--- config.mk ---
export PLATFORM = sky130hd
export DESIGN_NAME = divider
export DESIGN_NICKNAME = d
export VERILOG_FILES = /design/src/rtl/arithmetic_pkg.sv /design/src/rtl/divider_step.sv /design/src/rtl/divider.sv
export SDC_FILE = /design/constraint.sdc
export NUM_CORES = 1
export LEC_CHECK = 0
export ABC_CLOCK_PERIOD_IN_PS = 2180
export CAP_MARGIN = 20
export CORE_MARGIN = 2
export CORE_UTILIZATION = 51
export CTS_CLUSTER_SIZE = 14
export DETAILED_ROUTE_END_ITERATION = 12
export GPL_ROUTABILITY_DRIVEN = 0
export GPL_TIMING_DRIVEN = 0
export PLACE_DENSITY_LB_ADDON = 0.1
export SETUP_SLACK_MARGIN = 0.3
export SLEW_MARGIN = 20
export SYNTH_ARGS = -nofsm -noshare
export SYNTH_HDL_FRONTEND = slang
export SYNTH_SLANG_ARGS = --single-unit
--- constraint.sdc ---
create_clock -name i_clock -period 2.18 [get_ports i_clock]
set_input_delay 0.218 -clock i_clock [delete_from_list [all_inputs] [get_ports i_clock]]
set_output_delay 0.218 -clock i_clock [all_outputs]
set_load 0.02 [all_outputs]
--- src/rtl/arithmetic_pkg.sv ---
// rtl/arithmetic_pkg.sv - shared arithmetic constants, divider state encoding and count width
package arithmetic_pkg;

  localparam int MULT_N      = 4;
  localparam int MULT_PROD_W = 2 * MULT_N;

  localparam int DIV_N = 4;

  // Counter must hold the value 2N, hence 2N+1 distinct values.
  function automatic int div_cnt_width(input int n);
    return $clog2(2 * n + 1);
  endfunction

  localparam int DIV_CNT_W = div_cnt_width(DIV_N);

  typedef enum logic [1:0] {
    DIV_IDLE   = 2'd0,
    DIV_DIVIDE = 2'd1,
    DIV_DONE   = 2'd2
  } div_state_t;

endpackage

--- src/rtl/divider_step.sv ---
// rtl/divider_step.sv - one restoring-division step: shift in a dividend bit, compare, subtract
module divider_step #(
  parameter int N = 4
) (
  input  logic [N-1:0] rem_in,
  input  logic         dividend_bit,
  input  logic [N-1:0] divisor,
  output logic [N-1:0] rem_out,
  output logic         q_bit
);

  logic [N:0] shifted;
  logic [N:0] diff;

  assign shifted = {rem_in, dividend_bit};
  assign diff    = shifted - {1'b0, divisor};
  assign q_bit   = (shifted >= {1'b0, divisor});
  // Either branch fits in N bits: the kept value is always below the divisor.
  assign rem_out = q_bit ? diff[N-1:0] : shifted[N-1:0];

endmodule

--- src/rtl/divider.sv ---
// rtl/divider.sv - multi-cycle restoring divider, 2N-bit dividend by N-bit divisor; optional DIVIDER_ZERO_CHECK_EN
module divider
  import arithmetic_pkg::*;
#(
  parameter int N = DIV_N
) (
  input  logic           i_clock,
  input  logic           i_reset,
  input  logic           i_start,
  input  logic [2*N-1:0] i_dividend,
  input  logic [N-1:0]   i_divisor,
  output logic           o_busy,
  output logic           o_finished,
  output logic [2*N-1:0] o_quotient,
  output logic [N-1:0]   o_remainder,
  output logic           o_error
);

  localparam int CNT_W = div_cnt_width(N);

  div_state_t       state;
  logic [CNT_W-1:0] cnt_q;
  // Dividend bits shift out of the top while quotient bits shift in at the bottom.
  logic [2*N-1:0]   work_q;
  logic [N-1:0]     divisor_q;
  logic [N-1:0]     rem_q;
  logic [N-1:0]     rem_next;
  logic             q_bit;
`ifdef DIVIDER_ZERO_CHECK_EN
  logic             zero_q;
`endif

  divider_step #(.N(N)) u_step (
    .rem_in       (rem_q),
    .dividend_bit (work_q[2*N-1]),
    .divisor      (divisor_q),
    .rem_out      (rem_next),
    .q_bit        (q_bit)
  );

  assign o_busy = (state == DIV_DIVIDE);

  always_ff @(posedge i_clock or negedge i_reset) begin
    if (!i_reset) begin
      state       <= DIV_IDLE;
      cnt_q       <= '0;
      work_q      <= '0;
      divisor_q   <= '0;
      rem_q       <= '0;
      o_finished  <= 1'b0;
      o_quotient  <= '0;
      o_remainder <= '0;
      o_error     <= 1'b0;
`ifdef DIVIDER_ZERO_CHECK_EN
      zero_q      <= 1'b0;
`endif
    end else begin
      o_finished <= 1'b0;
      case (state)
        DIV_IDLE: begin
          if (i_start) begin
            work_q    <= i_dividend;
            divisor_q <= i_divisor;
            rem_q     <= '0;
            cnt_q     <= CNT_W'(2 * N);
`ifdef DIVIDER_ZERO_CHECK_EN
            zero_q    <= (i_divisor == '0);
            state     <= (i_divisor == '0) ? DIV_DONE : DIV_DIVIDE;
`else
            state     <= DIV_DIVIDE;
`endif
          end
        end
        DIV_DIVIDE: begin
          work_q <= {work_q[2*N-2:0], q_bit};
          rem_q  <= rem_next;
          cnt_q  <= cnt_q - CNT_W'(1);
          if (cnt_q == CNT_W'(1)) begin
            state <= DIV_DONE;
          end
        end
        DIV_DONE: begin
          o_finished <= 1'b1;
`ifdef DIVIDER_ZERO_CHECK_EN
          o_quotient  <= zero_q ? '1 : work_q;
          o_remainder <= zero_q ? work_q[N-1:0] : rem_q;
          o_error     <= zero_q;
`else
          o_quotient  <= work_q;
          o_remainder <= rem_q;
          o_error     <= 1'b0;
`endif
          state <= DIV_IDLE;
        end
        default: state <= DIV_IDLE;
      endcase
    end
  end

endmodule
==> flow_metrics.tcl, run 1 <==
set metrics [dict create \
    run_status "completed" \
    cell_accounting_for_the_most_synthesized_area "dfrtp_1" \
    area_growth_syn_to_layout_pct 27.8 \
    reg2regPathDepth 5 \
    min_clock_period_post_route_ns 1.81 \
    critPathRequiredTime_ns 2.42 \
    end_kind "flip-flop" \
    number_of_buffers_added_by_the_clock_tree_synthesis_step 5 \
    grt.total_usage 0.206 \
    cts-root-buf "clkbuf_4" \
    first_global_vias 1191 \
    max_slew.worst_pin.slew_ns 0.603 \
    vias 1267 \
    routedWlPerCell_um 14.4 \
    synth.distinct_cells 39 \
    io_buffers 28 \
    core_area_um2 3050 \
    dr.first_iter.drc_count 37 \
    static-leakage-power_uw 0.000957 \
    cts_tree "built" \
    setup_total_negative_slack_ns 0 \
    cts_max_level 2 \
    clk_path_buf_depth 2 \
    slew_headroom 0.596 \
    synth_ff_type "dfrtp_1" \
    wirelength_um 3390 \
    drc 0 \
    mappedNetlistNets 171 \
    post_route_cells_drive_above_1_share 0.199 \
    share_of_synthesized_area_occupied_by_flip_flops_and_latches 0.534 \
    multi_input_area_um2 696 \
    initial_core_util 0.538 \
    clock-sinks 35 \
    syn_area_um2 1640 \
    first_pass_grt_wire_length_um 5400 \
    clkTransAtPathRegs_ns 0.11 \
    clock_latency_late_sink_ns 0.35 \
    detail_route.vias_per_cell 5.39 \
    r2r-end "rem_q[1]" \
    setup.reg_to_reg.worst_slack_ns 0.37 \
    post_synth_main_area_contributors "dfrtp_1, mux2_2, nand2_1, ha_1, a22oi_1" \
    floorplan.rows 20 \
    rsz0062_at_grt "yes" \
    total_power_uw 3320 \
    synth_warnings 0 \
    hold_viol_final 0 \
    hold_path_class "in -> async" \
    ys_ff_latch 35 \
    dpl.hpwl_um 2520 \
    final_net_count 212 \
    antenna-diode-count 0 \
    fmax_mhz 552 \
    proportion_of_netlist_area_held_by_the_largest_area_contributor 0.534 \
    timing_max_transition_violations_final 0 \
    synth_enable_flop_cells 0 \
    fin_crit_sh 0.831 \
    final_number_of_setup_violating_endpoints 0 \
    design.die.area_um2 3690 \
    worst-path-max-fanout 4 \
    finalCoreUtilization 0.687 \
    boundaryPins 30 \
    cp_data_arrival_time_ns 2.05 \
    post_dp_cell_area_um2 2000 \
    die_height_um 60.7 \
    worstSetupPathType "reg -> reg" \
    timing.rr.start "rem_q[1]" \
    overflow 0 \
    synth_area_per_cell_um2 11.0 \
    cellPowerDensity_nw_per_um2 1580 \
    synth_async_sr_flop_share 1.00 \
    detail-route-antenna-nets 0 \
    drtPass1Iterations 4 \
    stdcell_area_um2 2100 \
    syn-instance-count 149 \
    ir_drop_mv 0.807 \
    start_kind "flip-flop" \
    grt_antenna_before_repair 0 \
    sequential_cell_area_um2 876 \
    fillerInstances 248 \
    die_x_um 60.7 \
    clock_tree_skew_after_final_layout_ns 0.0117 \
    max-cap-violations 0 \
    grt_start_max_net_pins 20 \
]
power breakdown:
group	switching [uW]	internal (uW)	total (uW)
clock network	228	124	353
logic	934	869	1800
registers	210	954	1160
stage by stage:
step | instances | worst slack [ns] | hold WS (ns)
after global placement | 221 | 0.188 | 0.465
final | 235 | 0.369 | 0.327
after CTS | 231 | 0.311 | 0.323
after global routing | 235 | 0.290 | 0.353
after floorplan | 149 | 0.450 | -0.0776
after detailed placement | 222 | 0.297 | 0.183
cells by family after synthesis:
| group | Yosys count | share of synthesized area |
|---|---|---|
| other | 1 | 0.00228 |
| DFF | 35 | 0.534 |
| and+or+nand+nor | 46 | 0.141 |
| xor gates and xnor gates | 2 | 0.0107 |
| muxes | 10 | 0.0686 |
| buffers and inverters | 16 | 0.0427 |
| AOI/OAI and AO/OA | 32 | 0.143 |
| adders and majority gates | 7 | 0.0579 |
synthesized netlist by cell type, types with 2 or more instances:
cell,count
a22oi_1,7
dfrtp_1,35
buf_2,5
xnor2_1,2
nand2b_1,2
ha_1,6
mux2_2,10
o211ai_1,3
a21oi_1,2
nand2_1,25
nand3_1,5
nor3_1,3
o21ai_0,10
inv_1,9
worst max-delay path by stage:
stage / from / endpoint / slack, ns / depth (start not counted)
final: rem_q[1] / rem_q[1] / 0.37 / 5
after global routing: state[1] / o_busy / 0.29 / 4
after CTS: rem_q[1] / rem_q[1] / 0.31 / 5
after detailed placement: rem_q[1] / rem_q[1] / 0.30 / 5
after global placement: i_reset / work_q[5] / 0.19 / 1
after floorplan: rem_q[1] / rem_q[1] / 0.45 / 5
placed cells by master (no fill, tap or decap), drive strengths merged, types with 2 or more instances in the layout:
cell type	netlist	final
clkbuf	0	6
clkinv	1	2
nor2	2	2
ha	6	6
dfrtp	35	35
a211oi	3	3
nand2b	2	2
nor3b	2	2
o21ai	10	10
a21oi	2	2
inv	9	9
nand2	25	25
buf	6	12
nand3	5	5
nor3	3	3
xnor2	2	2
mux2	10	10
clkdlybuf4s50	0	26
a22oi	7	7
nor4	2	2
o211ai	3	3
critical path, stage by stage (launching register included):
cell and delay (ns):
dfrtp_1 0.40, ha_1 0.33, or2_4 0.27, a211oi_4 0.30, nor4_1 0.08, a311o_1 0.32
area by class of cell:
cell class                 count  area share
buffer                         6      0.0167
clock buffer                   6      0.0197
clock inverter                 2     0.00596
inverter                      10      0.0185
multi-input combinational     98       0.332
sequential                    35       0.417
tap                           44      0.0262
timing repair buffer          34       0.164
flip-flops by register name (all words and copies together), names as in the netlist:
signal       count
cnt_q            4
divisor_q        4
o_remainder      4
work_q           8
o_finished       1
rem_q            4
state            2
o_quotient       8
per-layer routing:
metal / track usage / vias up / routed length [um]
met3: 0.0576 / 6 / 180
met1: 0.255 / 619 / 1420
met4: 0.0839 / 0 / 63
met5: 0 / - / 0
met2: 0.341 / 38 / 1720
li1: - / 604 / -
what timing repair did:
| action | in CTS | in global routing |
|---|---|---|
| endpoints found under the setup margin | 2 | 2 |
| gates resized for setup | 4 | 2 |
| pin swaps | 1 | 1 |
| buffers inserted | 0 | 4 |
| hold buffers | 1 | 0 |
| hold endpoints to repair | 16 | 0 |
Power figures use the tool's default switching activity.
==> inputs of run 2 (changes only) <==
--- a/config.mk
+++ b/config.mk
@@ -5,10 +5,10 @@
 export SDC_FILE = /design/constraint.sdc
 export NUM_CORES = 1
 export LEC_CHECK = 0
-export ABC_CLOCK_PERIOD_IN_PS = 2180
+export ABC_CLOCK_PERIOD_IN_PS = 1520
 export CAP_MARGIN = 20
 export CORE_MARGIN = 2
-export CORE_UTILIZATION = 51
+export CORE_UTILIZATION = 46
 export CTS_CLUSTER_SIZE = 14
 export DETAILED_ROUTE_END_ITERATION = 12
 export GPL_ROUTABILITY_DRIVEN = 0
==> constraint.sdc (replaced) <==
create_clock -name i_clock -period 1.52 [get_ports i_clock]
set_input_delay 0.152 -clock i_clock [delete_from_list [all_inputs] [get_ports i_clock]]
set_output_delay 0.152 -clock i_clock [all_outputs]
set_load 0.02 [all_outputs]
==> run 2 against run 1 <==
The run now ends with setup timing left. Count of clock-buffer cells in the layout fell by 1. Design area rose by 22%. Utilization rose by 6.6 points. Register-to-register slack got worse by 0.61 ns. Sequential cell count did not move. Non-clock buffer count rose by 23. Sequential power rose by 50%. Total power rose by 82%. Sequential share of layout area fell by 7.3 points. Global-route usage barely moved.
==> flow_metrics.tcl, run 2 (synthesis gave the netlist of run 1 again) <==
set metrics [dict create \
    run_status "complete, but fails checks" \
    violations_in_the_final_reports "setup timing" \
    routedWlPerCell_um 16.2 \
    first_global_vias 1348 \
    total_power_uw 6030 \
    detail-route-antenna-nets 0 \
    cts_max_level 2 \
    initial_core_util 0.484 \
    floorplan.rows 21 \
    timing_max_transition_violations_final 0 \
    worst-path-max-fanout 5 \
    min_clock_period_post_route_ns 1.76 \
    die_height_um 63.7 \
    antenna-diode-count 0 \
    most-common-layout-cells "dfrtp_1, nand2_1, buf_4" \
    grt.total_usage 0.206 \
    top_regs "o_quotient x8, work_q x8" \
    final_number_of_setup_violating_endpoints 4 \
    finalHoldWorstSlack_ns 0.207 \
    rsz0062_at_grt "yes" \
    clk_path_buf_depth 2 \
    setup_slack_ns -0.236 \
    ir_drop_mv 1.28 \
    critical_path.most_common_cell "inv_1" \
    critPathRequiredTime_ns 1.74 \
    drc 0 \
    clock-sinks 35 \
    cts-root-buf "clkbuf_4" \
    post_route_cells_drive_above_1_share 0.472 \
    area_growth_syn_to_layout_pct 55.5 \
    drtPass1Iterations 4 \
    cellPowerDensity_nw_per_um2 2360 \
    worstSetupPathType "reg -> reg" \
    end_kind "flip-flop" \
    hold_viol_final 0 \
    detail_route.vias_per_cell 5.30 \
    clock_latency_late_sink_ns 0.35 \
    number_of_buffers_added_by_the_clock_tree_synthesis_step 5 \
    start_kind "flip-flop" \
    cts_tree "built" \
    overflow 0 \
    final_net_count 235 \
    hold_path_class "in -> async" \
    fin_crit_sh 1.16 \
    clock_tree_skew_after_final_layout_ns 0.00932 \
    clkTransAtPathRegs_ns 0.11 \
    cp_data_arrival_time_ns 1.98 \
    design.die.area_um2 4060 \
    crit_slowest_cell "dfrtp_1" \
    boundaryPins 30 \
    dr.first_iter.drc_count 102 \
    grt_antenna_before_repair 0 \
    grt_start_max_net_pins 26 \
    wirelength_um 4200 \
    timing.critical_path.cells "inv_1 -> ha_1 -> inv_1 -> o21a_2 -> buf_4 -> o211ai_1 -> o311ai_4" \
    layout.cells.most_common "dfrtp_1" \
    max-cap-violations 0 \
    die_x_um 63.7 \
    dpl.hpwl_um 2490 \
    static-leakage-power_uw 0.00121 \
    critical_path.max_stage_delay_ns 0.38 \
    first_pass_grt_wire_length_um 6370 \
    fmax_mhz 569 \
    vias 1377 \
    setup_total_negative_slack_ns -0.735 \
    io_buffers 28 \
    core_area_um2 3390 \
]
## run 2: cell count changes in the layout (fill, tap and decap cells not counted), moves of 10 or more
cell / before / now
clkdlybuf4s50_1: 26 / 13
buf_4: 6 / 16
mux2_4: 0 / 10
buf_6: 0 / 13
clkbuf_2: 0 / 11
mux2_2: 10 / 0
## run 2: where the power goes
part / internal [uW] / switching (uW)
clock: 346 / 333
combinational: 1860 / 1760
sequential: 1370 / 363
## run 2: final timing paths
check | start | endpoint | slack, ns | depth (start not counted)
max | divisor_q[1] | rem_q[0] | -0.24 | 7
min reg2reg | o_remainder[3] | o_remainder[3] | 0.52 | 1
max reg2reg | divisor_q[1] | rem_q[0] | -0.24 | 7
min in group i_clock | i_divisor[0] | divisor_q[0] | 0.35 | 3
max in group asynchronous | i_reset | rem_q[1] | 0.89 | 3
min | i_reset | divisor_q[2] | 0.21 | 2
## run 2: final cells by class
class	instances	area [um2]
Clock inverter	3	43.8
Timing Repair Buffer	57	523
Inverter	10	50.0
Tap cell	46	57.6
Multi-Input combinational cell	98	893
Sequential cell	35	878
Fill cell	194	837
Clock buffer	5	37.5
Buffer	6	68.8
## run 2: repair_timing
item,CTS,global route
hold endpoints to repair,35,0
resized for setup,50,60
setup buffers,14,11
cloned,2,0
pin swaps,5,20
hold buffers,1,0
setup endpoints to repair,36,45
## run 2: metrics by stage
| stage | setup slack (ns) | instance area [um2] | util | cells |
|---|---|---|---|---|
| after detailed placement | -0.227 | 2050 | 0.604 | 224 |
| after global placement | -0.541 | 2020 | 0.597 | 223 |
| after CTS | -0.206 | 2360 | 0.698 | 249 |
| after floorplan | -0.0942 | 1690 | - | 149 |
| after global routing | -0.341 | 2550 | 0.753 | 260 |
| final | -0.236 | 2550 | 0.753 | 260 |
## run 2: metal layers
layer,global-route usage,part of all wire
met1,0.257,0.42
met2,0.345,0.52
met3,0.0581,0.036
met4,0.0679,0.016
met5,0,0
## run 2: worst max-delay path: cells and delay by family, from the launching register on
family,cells,cell delay (ns)
compound gates,3,0.68
flops,1,0.38
fa+ha+maj,1,0.30
buf+inv,3,0.28
==> inputs of run 3 (changes only) <==
--- a/config.mk
+++ b/config.mk
@@ -9,7 +9,7 @@
 export CAP_MARGIN = 20
 export CORE_MARGIN = 2
 export CORE_UTILIZATION = 46
-export CTS_CLUSTER_SIZE = 14
+export CTS_CLUSTER_SIZE = 16
 export DETAILED_ROUTE_END_ITERATION = 12
 export GPL_ROUTABILITY_DRIVEN = 0
 export GPL_TIMING_DRIVEN = 0
@@ -19,3 +19,4 @@
 export SYNTH_ARGS = -nofsm -noshare
 export SYNTH_HDL_FRONTEND = slang
 export SYNTH_SLANG_ARGS = --single-unit
+export TNS_END_PERCENT = 10
==> run 3 against run 2 <==
The flow still finishes with violations (setup timing). Sequential power hardly changed. Clock skew is 0.00088 ns higher. Critical path type unchanged. Utilization is 10 points lower. Via count is 8.5% lower. Sequential share of layout area is 5.5 points higher. Die area stayed put.
==> flow_metrics.tcl, run 3 (synthesis gave the netlist of run 1 again) <==
set metrics [dict create \
    run_status "complete, but fails checks" \
    violations_in_the_final_reports "setup timing" \
    setup_slack_ns -0.154 \
    floorplan.rows 21 \
    clk_path_buf_depth 2 \
    io_buffers 28 \
    hold_path_class "in -> async" \
    stdcell_area_um2 2200 \
    dr.first_iter.drc_count 31 \
    grt_start_max_net_pins 22 \
    cell_internal_pwr_uw 2940 \
    die_x_um 63.7 \
    setup.reg_to_reg.worst_slack_ns -0.15 \
    initial_core_util 0.484 \
    area_growth_syn_to_layout_pct 34.0 \
    fmax_mhz 597 \
    clock_latency_late_sink_ns 0.35 \
    cts_max_level 2 \
    timing_max_transition_violations_final 0 \
    vias 1260 \
    r2r-end "rem_q[1]" \
    layout.cells.most_common "dfrtp_1" \
    final_number_of_setup_violating_endpoints 6 \
    die_height_um 63.7 \
    crit_start "rem_q[1]" \
    rsz0062_at_grt "yes" \
    hold_viol_final 0 \
    min_clock_period_post_route_ns 1.67 \
    numPlacedInstances 224 \
    cellPowerDensity_nw_per_um2 2290 \
    max-cap-violations 0 \
    worstSetupPathType "reg -> reg" \
    cp_data_arrival_time_ns 1.92 \
    clkTransAtPathRegs_ns 0.11 \
    detail-route-antenna-nets 0 \
    boundaryPins 30 \
    clock_tree_skew_after_final_layout_ns 0.0102 \
    net-switching-power_uw 2110 \
    first_global_vias 1290 \
    most-common-layout-cells "dfrtp_1, nand2_1, clkdlybuf4s50_1" \
    critical_path.endpoint "rem_q[1]" \
    end_kind "flip-flop" \
    core_area_um2 3390 \
    final_net_count 215 \
    grt_antenna_before_repair 0 \
    pwr-share-seq 0.339 \
    number_of_buffers_added_by_the_clock_tree_synthesis_step 5 \
    fillerInstances 264 \
    slew_headroom 0.646 \
    clock_power_share 0.100 \
    drtPass1Iterations 4 \
    final-instance-count-excl-fill 240 \
    fin_crit_sh 1.10 \
    dpl.hpwl_um 2460 \
    cts_tree "built" \
    ir_drop_mv 1.21 \
    swShare 0.418 \
    worst-path-max-fanout 4 \
    reg2regPathDepth 5 \
    routedWlPerCell_um 14.6 \
    drc 0 \
    max_slew.worst_pin.slew_ns 0.530 \
    timing.rr.start "rem_q[1]" \
    finalCoreUtilization 0.649 \
    clock-sinks 35 \
    post_dp_cell_area_um2 2010 \
    design.die.area_um2 4060 \
    detailedPlace.worstSlack_ns -0.286 \
    detail_route.vias_per_cell 5.25 \
    overflow 0 \
    post_route_cells_drive_above_1_share 0.299 \
    first_pass_grt_wire_length_um 6080 \
    top_regs "o_quotient x8, work_q x8" \
    static-leakage-power_uw 0.00101 \
    antenna-diode-count 0 \
    cts-root-buf "clkbuf_4" \
    wirelength_um 3500 \
    grt.total_usage 0.196 \
    critPathRequiredTime_ns 1.77 \
    start_kind "flip-flop" \
    comb_power_share 0.562 \
]
-- run 3: how the worst min path moves through the flow --
stage / end / slack, ns / cells past startpoint
2_1_floorplan: cnt_q[0] / -0.14 / 0
3_3_place_gp: o_remainder[0] / 0.47 / 2
3_5_place_dp: divisor_q[1] / 0.09 / 1
4_1_cts: divisor_q[1] / 0.26 / 2
5_1_grt: rem_q[1] / 0.27 / 2
6_report: rem_q[1] / 0.24 / 2
-- run 3: routing by layer --
layer | up-vias | global-route usage | share of wire
met4 | 0 | 0.0734 | 0.014
met5 | - | 0 | 0
met1 | 609 | 0.260 | 0.45
met2 | 30 | 0.316 | 0.48
met3 | 6 | 0.0440 | 0.048
li1 | 615 | - | -
-- run 3: power by group through the flow --
stage | combinational (uW) | sequential [uW] | clock, uW
final | 2830 | 1710 | 504
after global routing | 3130 | 1780 | 559
after CTS | 2660 | 1690 | 508
after detailed placement | 2490 | 1710 | 0
after global placement | 2400 | 1690 | 0
after floorplan | 1610 | 1800 | 0
-- run 3: worst max-delay path, cell delays in order (launching register included) --
cell and delay (ns):
dfrtp_1 0.43, ha_4 0.23, or2_4 0.24, a211oi_4 0.30
nor4_1 0.09, a311o_1 0.27
-- run 3: what timing repair did --
item | 4_1_cts | 5_1_grt
gates resized for setup | 35 | 30
pin swaps | 7 | 3
buffers inserted | 6 | 1
endpoints found under the hold margin | 14 | 0
hold buffers | 1 | 0
gates cloned | 0 | 0
setup endpoints to repair | 38 | 36
-- run 3: layout make-up --
| type | instances | area (um2) | area share |
|---|---|---|---|
| Multi-Input combinational cell | 98 | 767 | 0.349 |
| Timing Repair Buffer | 37 | 340 | 0.155 |
| Inverter | 10 | 42.5 | 0.0193 |
| Clock inverter | 1 | 5.00 | 0.00228 |
| Sequential cell | 35 | 877 | 0.399 |
| Tap cell | 46 | 57.6 | 0.0262 |
| Buffer | 6 | 65.1 | 0.0296 |
| Clock buffer | 7 | 45.0 | 0.0205 |
-- run 3: through the flow --
stage	hold slack [ns]	power, uW	TNS, ns
floorplan	-0.144	3410	-0.168
global placement	0.466	4090	-18.09
detailed placement	0.0907	4200	-3.81
CTS	0.261	4850	-1.16
global route	0.274	5460	-1.44
finish	0.245	5050	-0.531
